===== src/rtl/led_effect_seq_if.sv =====
// Control/status bundle between the top-level controller (master) and the LED
// effect sequencer (slave).
interface led_effect_seq_if #(
  parameter int LED_W = 8,
  parameter int CNT_W = 32
);
  // Handshake: start is a request that is accepted only on a cycle where the
  // sequencer is idle (busy=0, done=0); acceptance is visible as busy=1 on the
  // next cycle. stop_req acts only while busy. done is a one-cycle pulse that
  // closes every accepted request, whether it completed or was aborted.
  logic             start;
  logic             stop_req;
  logic [1:0]       mode;
  logic [CNT_W-1:0] divisor;
  logic             loop_en;
  logic [LED_W-1:0] leds;
  logic             busy;
  logic             done;
  logic             step_tick;
  logic [1:0]       state;

  modport master (
    output start, stop_req, mode, divisor, loop_en,
    input  leds, busy, done, step_tick, state
  );

  modport slave (
    input  start, stop_req, mode, divisor, loop_en,
    output leds, busy, done, step_tick, state
  );
endinterface


===== src/rtl/led_effect_seq.sv =====
// LED effect sequencer: shift-left, shift-right, bounce and fill patterns with
// a programmable per-pattern dwell, optional looping and abort.
module led_effect_seq #(
  parameter int LED_W = 8,
  parameter int CNT_W = 32
) (
  input logic              clk,
  input logic              reset,
  led_effect_seq_if.slave  bus
);

  localparam logic [1:0] S_IDLE = 2'd0;
  localparam logic [1:0] S_LOAD = 2'd1;
  localparam logic [1:0] S_WAIT = 2'd2;
  localparam logic [1:0] S_DONE = 2'd3;

  localparam logic [LED_W-1:0] ONE = LED_W'(1);
  localparam logic [LED_W-1:0] TWO = LED_W'(2);
  localparam logic [LED_W-1:0] MSB = ONE << (LED_W - 1);

  logic [1:0]       state_q;
  logic [CNT_W-1:0] cnt_q;
  logic [CNT_W-1:0] div_q;
  logic [1:0]       mode_q;
  logic             loop_q;
  logic             dir_q;   // 0 = moving left, 1 = moving right
  logic [LED_W-1:0] leds_q;
  logic             busy_q;
  logic             done_q;
  logic             tick_q;

  logic [LED_W-1:0] nxt_leds;
  logic             nxt_dir;
  logic             last_step;
  logic [LED_W-1:0] init_leds;

  assign init_leds = (bus.mode == 2'd1) ? MSB : ONE;

  // Pattern that follows the current one, or last_step when a non-looping
  // effect has shown its final pattern.
  always_comb begin
    nxt_leds  = leds_q;
    nxt_dir   = dir_q;
    last_step = 1'b0;
    case (mode_q)
      2'd0: begin
        if (leds_q[LED_W-1]) begin
          if (loop_q) nxt_leds = ONE;
          else        last_step = 1'b1;
        end else begin
          nxt_leds = leds_q << 1;
        end
      end
      2'd1: begin
        if (leds_q[0]) begin
          if (loop_q) nxt_leds = MSB;
          else        last_step = 1'b1;
        end else begin
          nxt_leds = leds_q >> 1;
        end
      end
      2'd2: begin
        if (!dir_q) begin
          if (leds_q[LED_W-1]) begin
            nxt_dir  = 1'b1;
            nxt_leds = leds_q >> 1;
          end else begin
            nxt_leds = leds_q << 1;
          end
        end else begin
          if (leds_q[0]) begin
            // A looping bounce restarts at bit 1 so bit 0 is not shown twice.
            if (loop_q) begin
              nxt_dir  = 1'b0;
              nxt_leds = TWO;
            end else begin
              last_step = 1'b1;
            end
          end else begin
            nxt_leds = leds_q >> 1;
          end
        end
      end
      default: begin
        if (&leds_q) begin
          if (loop_q) nxt_leds = ONE;
          else        last_step = 1'b1;
        end else begin
          nxt_leds = (leds_q << 1) | ONE;
        end
      end
    endcase
  end

  always_ff @(posedge clk) begin
    if (reset) begin
      state_q <= S_IDLE;
      cnt_q   <= '0;
      div_q   <= '0;
      mode_q  <= 2'd0;
      loop_q  <= 1'b0;
      dir_q   <= 1'b0;
      leds_q  <= '0;
      busy_q  <= 1'b0;
      done_q  <= 1'b0;
      tick_q  <= 1'b0;
    end else begin
      done_q <= 1'b0;
      tick_q <= 1'b0;
      case (state_q)
        S_IDLE: begin
          if (bus.start) begin
            mode_q  <= bus.mode;
            loop_q  <= bus.loop_en;
            div_q   <= (bus.divisor == '0) ? CNT_W'(1) : bus.divisor;
            state_q <= S_LOAD;
            busy_q  <= 1'b1;
          end
        end
        S_LOAD: begin
          if (bus.stop_req) begin
            state_q <= S_DONE;
            leds_q  <= '0;
            busy_q  <= 1'b0;
            done_q  <= 1'b1;
            cnt_q   <= '0;
          end else begin
            leds_q  <= (mode_q == 2'd1) ? MSB : ONE;
            cnt_q   <= '0;
            dir_q   <= 1'b0;
            state_q <= S_WAIT;
          end
        end
        S_WAIT: begin
          if (bus.stop_req || ((cnt_q == div_q - CNT_W'(1)) && last_step)) begin
            state_q <= S_DONE;
            leds_q  <= '0;
            busy_q  <= 1'b0;
            done_q  <= 1'b1;
            cnt_q   <= '0;
          end else if (cnt_q == div_q - CNT_W'(1)) begin
            cnt_q  <= '0;
            leds_q <= nxt_leds;
            dir_q  <= nxt_dir;
            tick_q <= 1'b1;
          end else begin
            cnt_q <= cnt_q + CNT_W'(1);
          end
        end
        default: begin
          state_q <= S_IDLE;
        end
      endcase
    end
  end

  assign bus.leds      = leds_q;
  assign bus.busy      = busy_q;
  assign bus.done      = done_q;
  assign bus.step_tick = tick_q;
  assign bus.state     = state_q;

  // init_leds mirrors the LOAD choice for the live mode input; kept for debug visibility.
  logic unused_init;
  assign unused_init = ^init_leds;

endmodule


===== src/flat_wrapper.sv =====
// flat-port wrapper written by rule: the top's interface ports become plain ports
module led_effect_seq_flat 
#(
  parameter int LED_W = 8,
  parameter int CNT_W = 32
)
  (clk, reset, bus_start, bus_stop_req, bus_mode, bus_divisor, bus_loop_en, bus_leds, bus_busy, bus_done, bus_step_tick, bus_state);
  led_effect_seq_if #(.LED_W(LED_W), .CNT_W(CNT_W)) bus_i ();
  input logic clk;
  input logic reset;
  input wire logic [$bits(bus_i.start)-1:0] bus_start;
  input wire logic [$bits(bus_i.stop_req)-1:0] bus_stop_req;
  input wire logic [$bits(bus_i.mode)-1:0] bus_mode;
  input wire logic [$bits(bus_i.divisor)-1:0] bus_divisor;
  input wire logic [$bits(bus_i.loop_en)-1:0] bus_loop_en;
  output wire logic [$bits(bus_i.leds)-1:0] bus_leds;
  output wire logic [$bits(bus_i.busy)-1:0] bus_busy;
  output wire logic [$bits(bus_i.done)-1:0] bus_done;
  output wire logic [$bits(bus_i.step_tick)-1:0] bus_step_tick;
  output wire logic [$bits(bus_i.state)-1:0] bus_state;
  assign bus_i.start = bus_start;
  assign bus_i.stop_req = bus_stop_req;
  assign bus_i.mode = bus_mode;
  assign bus_i.divisor = bus_divisor;
  assign bus_i.loop_en = bus_loop_en;
  assign bus_leds = bus_i.leds;
  assign bus_busy = bus_i.busy;
  assign bus_done = bus_i.done;
  assign bus_step_tick = bus_i.step_tick;
  assign bus_state = bus_i.state;
  led_effect_seq #(.LED_W(LED_W), .CNT_W(CNT_W)) u_core (.clk(clk), .reset(reset), .bus(bus_i));
endmodule

===== config.mk =====
export PLATFORM = sky130hd
export DESIGN_NAME = led_effect_seq_flat
export DESIGN_NICKNAME = d
export VERILOG_FILES = /design/src/rtl/led_effect_seq_if.sv /design/src/rtl/led_effect_seq.sv /design/src/flat_wrapper.sv
export SDC_FILE = /design/constraint.sdc
export NUM_CORES = 1
export LEC_CHECK = 0
export CAP_MARGIN = 25
export CORE_MARGIN = 2
export CORE_UTILIZATION = 50
export DETAILED_ROUTE_END_ITERATION = 8
export PLACE_DENSITY = 0.72
export REMOVE_ABC_BUFFERS = 1
export SLEW_MARGIN = 20
export SYNTH_ARGS = -nofsm -noshare
export SYNTH_HDL_FRONTEND = slang
export SYNTH_SLANG_ARGS = --single-unit

===== constraint.sdc =====
create_clock -name clk -period 4.6 [get_ports clk]
set_input_delay 0.46 -clock clk [delete_from_list [all_inputs] [get_ports clk]]
set_output_delay 0.46 -clock clk [all_outputs]
set_load 0.05 [all_outputs]

==> flow_results.org, run 1 <==
** Status
- Run status :: finished, final reports clean

** Place
- Buffers placed on the I/O ports in this run total 51.
- Before CTS, the worst setup slack after placement is 0.907 ns.
- At the end of routability-driven placement, the weighted congestion stood at 0.919.
- The HPWL after detailed placement is between 9000 and 10000 um.
- The placed instances occupy a cell area of roughly 5600 um2.
- Once placement completed, the tool counted placed cells totaling 805.

** Die
- Measured along the x axis, the die boundary spans 104 um.
- The core region is roughly 9700 um2.
- The initial utilization of the core area, before any placement, comes to 0.515.
- Ports :: 52
- Die H :: 104 um
- In this run the core area contains 36 standard-cell rows.
- The floorplan step defined a die boundary enclosing roughly 11000 um2.

** Pwr
- Areal power density over the cells :: 481 nW/um2
- Power after layout :: between 2 and 3 mW
- Maximum vdd ir drop :: 0.000231 V
- Static power due to leakage :: 2.00 nW

** Clocking
- Clock latency on the worst-skew pair, taken at its later pin, is 0.36 ns.
- Post-CTS setup-driven buffer insertion count :: 0
- Number of levels the H-tree was split into :: 3
- TritonCTS created 9 clock buffers.
- Number of buffers on the longest clock path :: 2
- Count of hold buffers inserted by post-cts repair :: 0
- Root Buffer Master :: sky130_fd_sc_hd__clkbuf_8
- Worst-path clk slew :: around 0.090 ns
- CTS resizes :: 0
- Clock net sink count :: 81
- TritonCTS built the clock tree.

** Drt
- In the final routing, the length of wire on met1 measures roughly 6000 um.
- Detailed-route vias per instance :: between 5 and 6
- After the first detailed-routing iteration, the DRC count stood at 265.
- Met3 Routed Length :: 542 um
- DRC :: 0
- The routed design has 12500 um of wire.
- After detailed routing, the average wire length per cell comes to 15.3 um.
- Number of iterations in the first detailed-routing pass :: 5
- The highest layer touched by signal routing is met4.
- The routed design uses 5660 um of met2 wire.
- Number of vias in the routed layout :: 4672
- Post-route ant nets :: 0

** Logic synthesis
- Cell taking the most area after synthesis :: sky130_fd_sc_hd__dfxtp_1
- Sorting the synthesized cells by area gives the leading types as sky130_fd_sc_hd__dfxtp_1, sky130_fd_sc_hd__xnor2_1, sky130_fd_sc_hd__nand2_1.
- The mapped netlist covers approximately 5000 um2.
- After technology mapping, the gate count stands at 650.
- Avg Inst Size Synth :: 7.71 um2
- Number of warnings printed during yosys synthesis :: 0
- Counting flops with an async set or reset pin after synthesis yields a share of 0.
- The share of synthesized area in the top cell type comes to 0.324.
- Distinct cell type count after synthesis :: 62
- Among all flip-flop cells after synthesis, the most frequent one is sky130_fd_sc_hd__dfxtp_1.
- Count of flip-flops with a built-in enable after synthesis :: 0
- For this run, the register share of the synthesized area comes to 0.324.
- In this run, synthesis produced a sequential element count of 81.

** Global route
- The total overflow left after global routing is 0.
- Vias in the first global route :: between 4k and 5k
- The initial antenna violation count was 0.
- The first global-routing pass estimated approximately 21000 um of wire.
- Across every metal layer, demand over resource in global routing totals 0.237.
- Pin count of the biggest net entering global routing :: 45

** Worst setup path
- Reg2reg path depth :: 12
- Slowest cell on the critical path :: sky130_fd_sc_hd__a2111oi_2
- Endpoint arrival time on the critical path :: 4.01 ns
- STA classifies the critical path endpoint as a flop.
- At the worst endpoint, the required time is around 5 ns.
- On the worst path, the slowest cell contributes a delay of 0.54 ns.
- Traced cell by cell, the critical path runs through inv_1 -> ha_1 -> nor3b_1 -> buf_4 -> nand4_2 -> o21a_1 -> o32a_1 -> a2111oi_2 -> nand2_1 -> o31ai_4 -> o2111ai_1 -> mux2_1.
- Of all nets on the critical path, the largest fanout is 7.
- Critical path class :: flop to flop
- STA classifies the critical path startpoint as a flop.

** STA
- For the finished layout, the period the worst path requires is 3.75 ns.
- RSZ-0062 raised after global routing :: false
- The number of failing hold endpoints at the final stage came to 0.
- Worst setup skew after layout :: about 0.011 ns
- Based on the critical path, the design can be clocked at up to 266 MHz.
- Total negative setup slack :: 0 ns
- Final setup margin :: 0.846 ns
- Final hold analysis gives a worst-case slack of 0.484 ns.
- Final setup violation count :: 0
- Final count of pins violating max slew :: 0
- Measured against its own limit, the worst slew margin works out to 0.364.
- Pin slew with the least headroom to its limit :: 0.945 ns
- Period Utilization, post-route :: 0.816

** Cells and area
- At the end of the flow, the number of nets in the layout was 732.
- P&R area growth vs syn :: 16.4%
- Final Cell Area :: between 5000 and 6000 um2
- For this run, the number of standard cells in the final layout without fillers is about 800.
- The repair_antennas step left the layout with diodes totalling 0.
- Fraction of layout cells with a size suffix above 1 :: 0.0596
- At the end of the flow the core is filled with cells to 0.599.

** Worst hold path
- Number of stages on the worst hold path :: 2
- Worst hold-check path type :: flop to flop

** Flow run
- Max-cap violations :: 0
## path summary, 6_finish.rpt
kind                         start          endpoint  slack (ns)
setup / recovery   u_core.div_q[0]   u_core.bus.busy        0.85
hold reg to reg   u_core.div_q[31]  u_core.div_q[31]        0.48
setup reg to reg   u_core.div_q[0]   u_core.bus.busy        0.85
hold / removal    u_core.div_q[31]  u_core.div_q[31]        0.48
## area by class of cell
type,count,area [um2]
repair buffers,57,556
multi-input cells,520,3210
flip-flops and latches,81,1620
fillers,931,3900
inverters,14,52.6
well taps,133,166
clock inverters,6,90.1
clock buffers,10,138
## cell usage after synthesis (all sizes together), types with 4 or more instances
cell type	number
nand2	108
or2	4
buf	4
or3	6
o31ai	5
a22oi	6
nand4	23
a31oi	6
nand3b	4
inv	14
nor2	69
nor4	25
nand3	20
and3	8
xor2	30
dfxtp	81
and2	7
xnor2	49
o2bb2ai	6
clkbuf	31
a21oi	48
ha	10
nor3	18
o21ai	11
nor2b	7
## report_power, final
group / leakage (nW) / switching, mW / internal, mW
logic: 1.22 / 0.801 / 0.511
registers: 0.659 / 0.119 / 0.778
clock network: 0.113 / 0.271 / 0.322
## layout by cell type, fill, tap and decap left out, types with 4 or more instances in the layout
cell type                         instances
sky130_fd_sc_hd__nand2_1                108
sky130_fd_sc_hd__dfxtp_1                 81
sky130_fd_sc_hd__nor2_1                  69
sky130_fd_sc_hd__clkdlybuf4s50_1         51
sky130_fd_sc_hd__xnor2_1                 49
sky130_fd_sc_hd__a21oi_1                 48
sky130_fd_sc_hd__xor2_1                  30
sky130_fd_sc_hd__nor4_1                  24
sky130_fd_sc_hd__nand4_1                 21
sky130_fd_sc_hd__nand3_1                 20
sky130_fd_sc_hd__nor3_1                  17
sky130_fd_sc_hd__inv_1                   14
sky130_fd_sc_hd__o21ai_0                 10
sky130_fd_sc_hd__ha_1                    10
sky130_fd_sc_hd__clkbuf_8                10
sky130_fd_sc_hd__and3_1                   8
sky130_fd_sc_hd__and2_1                   7
sky130_fd_sc_hd__nor2b_1                  7
sky130_fd_sc_hd__or3_1                    6
sky130_fd_sc_hd__a31oi_1                  6
sky130_fd_sc_hd__a22oi_1                  6
sky130_fd_sc_hd__o2bb2ai_1                6
sky130_fd_sc_hd__buf_4                    6
sky130_fd_sc_hd__nand3b_1                 4
sky130_fd_sc_hd__or2_2                    4
sky130_fd_sc_hd__o31ai_1                  4
## layer usage
| metal | up-vias | global-route usage |
|---|---|---|
| li1 | 2355 | - |
| met4 | 0 | 0.0965 |
| met1 | 2171 | 0.311 |
| met3 | 21 | 0.0294 |
| met2 | 125 | 0.393 |
| met5 | - | 0 |
## worst max-delay path: cells and delay by family, from the launching register on
| kind | cells | cell delay, ns |
|---|---|---|
| compound gates | 5 | 1.81 |
| simple gates | 3 | 0.67 |
| flops | 1 | 0.35 |
| mux | 1 | 0.34 |
| buf+inv | 2 | 0.27 |
| fa+ha+maj | 1 | 0.21 |
## registers in the layout (all words and copies together), names as in the netlist
signal / count
u_core.bus.leds: 8
u_core.bus.busy: 1
u_core.loop_q: 1
u_core.bus.state: 2
u_core.bus.step_tick: 1
u_core.cnt_q: 32
u_core.bus.done: 1
u_core.dir_q: 1
u_core.div_q: 32
u_core.mode_q: 2
## cells by family after synthesis
| kind of cell | after synthesis | share of synthesized area |
|---|---|---|
| and+or+nand+nor | 316 | 0.314 |
| AOI/OAI and AO/OA | 112 | 0.156 |
| DFF | 81 | 0.324 |
| xor gates and xnor gates | 79 | 0.138 |
| buffers and inverters | 49 | 0.0372 |
| adders and majority gates | 10 | 0.0250 |
| muxes | 3 | 0.00624 |
No activity file was read; power rests on OpenSTA's default activity.
==> run 2: changes to the inputs <==
==> constraint.sdc (replaced) <==
create_clock -name clk -period 3.5 [get_ports clk]
set_input_delay 0.35 -clock clk [delete_from_list [all_inputs] [get_ports clk]]
set_output_delay 0.35 -clock clk [all_outputs]
set_load 0.05 [all_outputs]
==> flow_results.org, run 2 (synthesized netlist as in run 1, its figures left out) <==
** Clocking
- CTS placed an instance of sky130_fd_sc_hd__clkbuf_8 at the clock tree root.
- CTS tree :: built
- Number of buffers created by CTS :: 9
- Hold repair after CTS inserted 0 buffers.
- Number of levels the H-tree was split into :: 3
- Worst-path clk slew :: 0.08 ns
- Worst-skew pair later-pin latency :: 0.37 ns
- Number of buffers on the longest clock path :: 2
- For this design, the sink count on the clock tree is 81.

** Place
- Post-Place Cell Area :: 5780 um2
- The congestion estimate from routability-driven global placement came to 0.900.
- The count of buffers added on input and output ports is 51.
- Before CTS, the worst setup slack after placement is 0.0874 ns.
- After legalization and detailed placement, the total HPWL measured 9890 um.

** Die
- Die H :: 104 um
- DIE AREA :: 10800 um2
- Effective utilization at floorplan :: 0.515
- The floorplan has 36 rows.
- 52 I/O pins were placed.
- Placeable core area :: between 9000 and 10000 um2
- Measured along the x axis, the die boundary spans 104 um.

** Global route
- The initial antenna violation count is 0.
- Pin count of the biggest net entering global routing :: 37
- Vias in the first global route :: 4575
- In the global route stage, overall resource usage came out at 0.240.
- Global route overflow :: 0
- Wire length of the first global-routing pass :: 21400 um

** Drt
- Iteration-0 DRC Markers :: 179
- The final layout contains routed wiring with a total length of 13000 um.
- DRC :: 0
- Detailed-route vias per instance :: between 5 and 6
- Number of vias in the routed layout :: 4891
- Wire length per cell after detailed routing :: 15.4 um
- In this run the remaining antenna-violating nets after routing total 0.
- The first TritonRoute pass finished after 4 iterations.

** STA
- The max-slew violation total from the final report came to 0.
- Worst setup skew after layout :: 0.0110 ns
- After layout, the minimum clock period comes to 3.37 ns.
- In this run the tightest slew margin relative to its limit is 0.420.
- RSZ-0062 raised after global routing :: false
- Pin slew with the least headroom to its limit :: 0.868 ns
- After layout, the worst setup slack is around 0.13 ns.
- Final setup violation count :: 0
- After routing, the total negative slack on setup checks comes to 0 ns.
- Period Utilization, post-route :: 0.962
- Count of final hold-check violations :: 0
- Maximum frequency from static timing analysis :: 297 MHz

** Pwr
- Static power due to leakage :: 2.13 nW
- Maximum vdd ir drop :: 0.000303 V
- Areal power density over the cells :: 644 nW/um2
- Overall power consumption after layout is estimated at 3.90 mW.

** Cells and area
- Leaving out fill and tap cells, the most frequent cell in the layout is sky130_fd_sc_hd__nand2_1.
- NumNets Final :: between 700 and 800
- With fillers left out, the area of the finished cells amounts to roughly 6000 um2.
- In the layout the commonest cells are sky130_fd_sc_hd__nand2_1, sky130_fd_sc_hd__dfxtp_1, sky130_fd_sc_hd__nor2_1, sky130_fd_sc_hd__clkdlybuf4s50_1, sky130_fd_sc_hd__xnor2_1.
- The area growth from synthesis to layout is 20.9%.
- Of the cells placed in the final design, the portion with a size suffix greater than 1 is 0.0940.
- The repair_antennas step left the layout with diodes totalling 0.

** Worst setup path
- Critical path class :: flop to flop
- STA classifies the critical path endpoint as a flop.
- In this run the worst path has a maximum fanout of 30.
- Worst EP required :: 3.74 ns
- Endpoint arrival time on the critical path :: between 3 and 4 ns
- STA classifies the critical path startpoint as a flop.

** Flow run
- Max-cap violations :: 0

** Status
- Run status :: finished, final reports clean

** Worst hold path
- Worst hold-check path type :: flop to flop
-- run 2: where the power goes --
group	switching [mW]	internal (mW)	leakage, nW
Sequential	0.148	1.02	0.659
Combinational	1.14	0.816	1.36
Clock	0.334	0.442	0.111
Total	1.62	2.28	2.13
-- run 2: final timing paths --
path / start / end / slack (ns) / cells after the start
max: u_core.div_q[2] / u_core.cnt_q[29] / 0.13 / 10
min: u_core.div_q[31] / u_core.div_q[31] / 0.48 / 2
max reg2reg: u_core.div_q[2] / u_core.cnt_q[29] / 0.13 / 10
min reg2reg: u_core.div_q[31] / u_core.div_q[31] / 0.48 / 2
-- run 2: critical path, cell delays in order (launching register included) --
cell and delay (ns):
sky130_fd_sc_hd__dfxtp_1 0.39, sky130_fd_sc_hd__or4_1 0.56, sky130_fd_sc_hd__or4b_4 0.55, sky130_fd_sc_hd__a211oi_2 0.26, sky130_fd_sc_hd__a311oi_1 0.15, sky130_fd_sc_hd__a2111oi_4 0.31, sky130_fd_sc_hd__nand4_4 0.16, sky130_fd_sc_hd__buf_4 0.19
sky130_fd_sc_hd__o221ai_2 0.20, sky130_fd_sc_hd__buf_4 0.35, sky130_fd_sc_hd__nor2_1 0.11
-- run 2: layer usage --
metal	global-route usage	wire length [um]	up-vias	part of all wire
met2	0.403	6090	154	0.47
met1	0.306	5990	2299	0.46
met5	0	0	-	0
met4	0.0917	282	0	0.022
li1	-	-	2415	-
met3	0.0432	630	23	0.048
-- run 2: final cells by class --
cell class                 instances  area [um2]
sequential                        81        1620
clock inverter                     2        60.1
timing repair buffer              82         743
tap                              133         166
multi-input combinational        520        3250
clock buffer                      14         163
inverter                          14        52.6
fill                             905        3670
-- run 2: repair_timing --
item	4_1_cts	5_1_grt
hold endpoints to repair	0	0
resized for setup	0	7
buffers inserted	0	1
setup endpoints to repair	0	43
-- run 2: metrics by stage --
stage | util | cells | hold WS, ns
floorplan | - | 615 | 0.419
global placement | 0.595 | 829 | 0.466
detailed placement | 0.595 | 829 | 0.472
CTS | 0.617 | 845 | 0.484
global route | 0.623 | 846 | 0.507
finish | 0.623 | 846 | 0.476
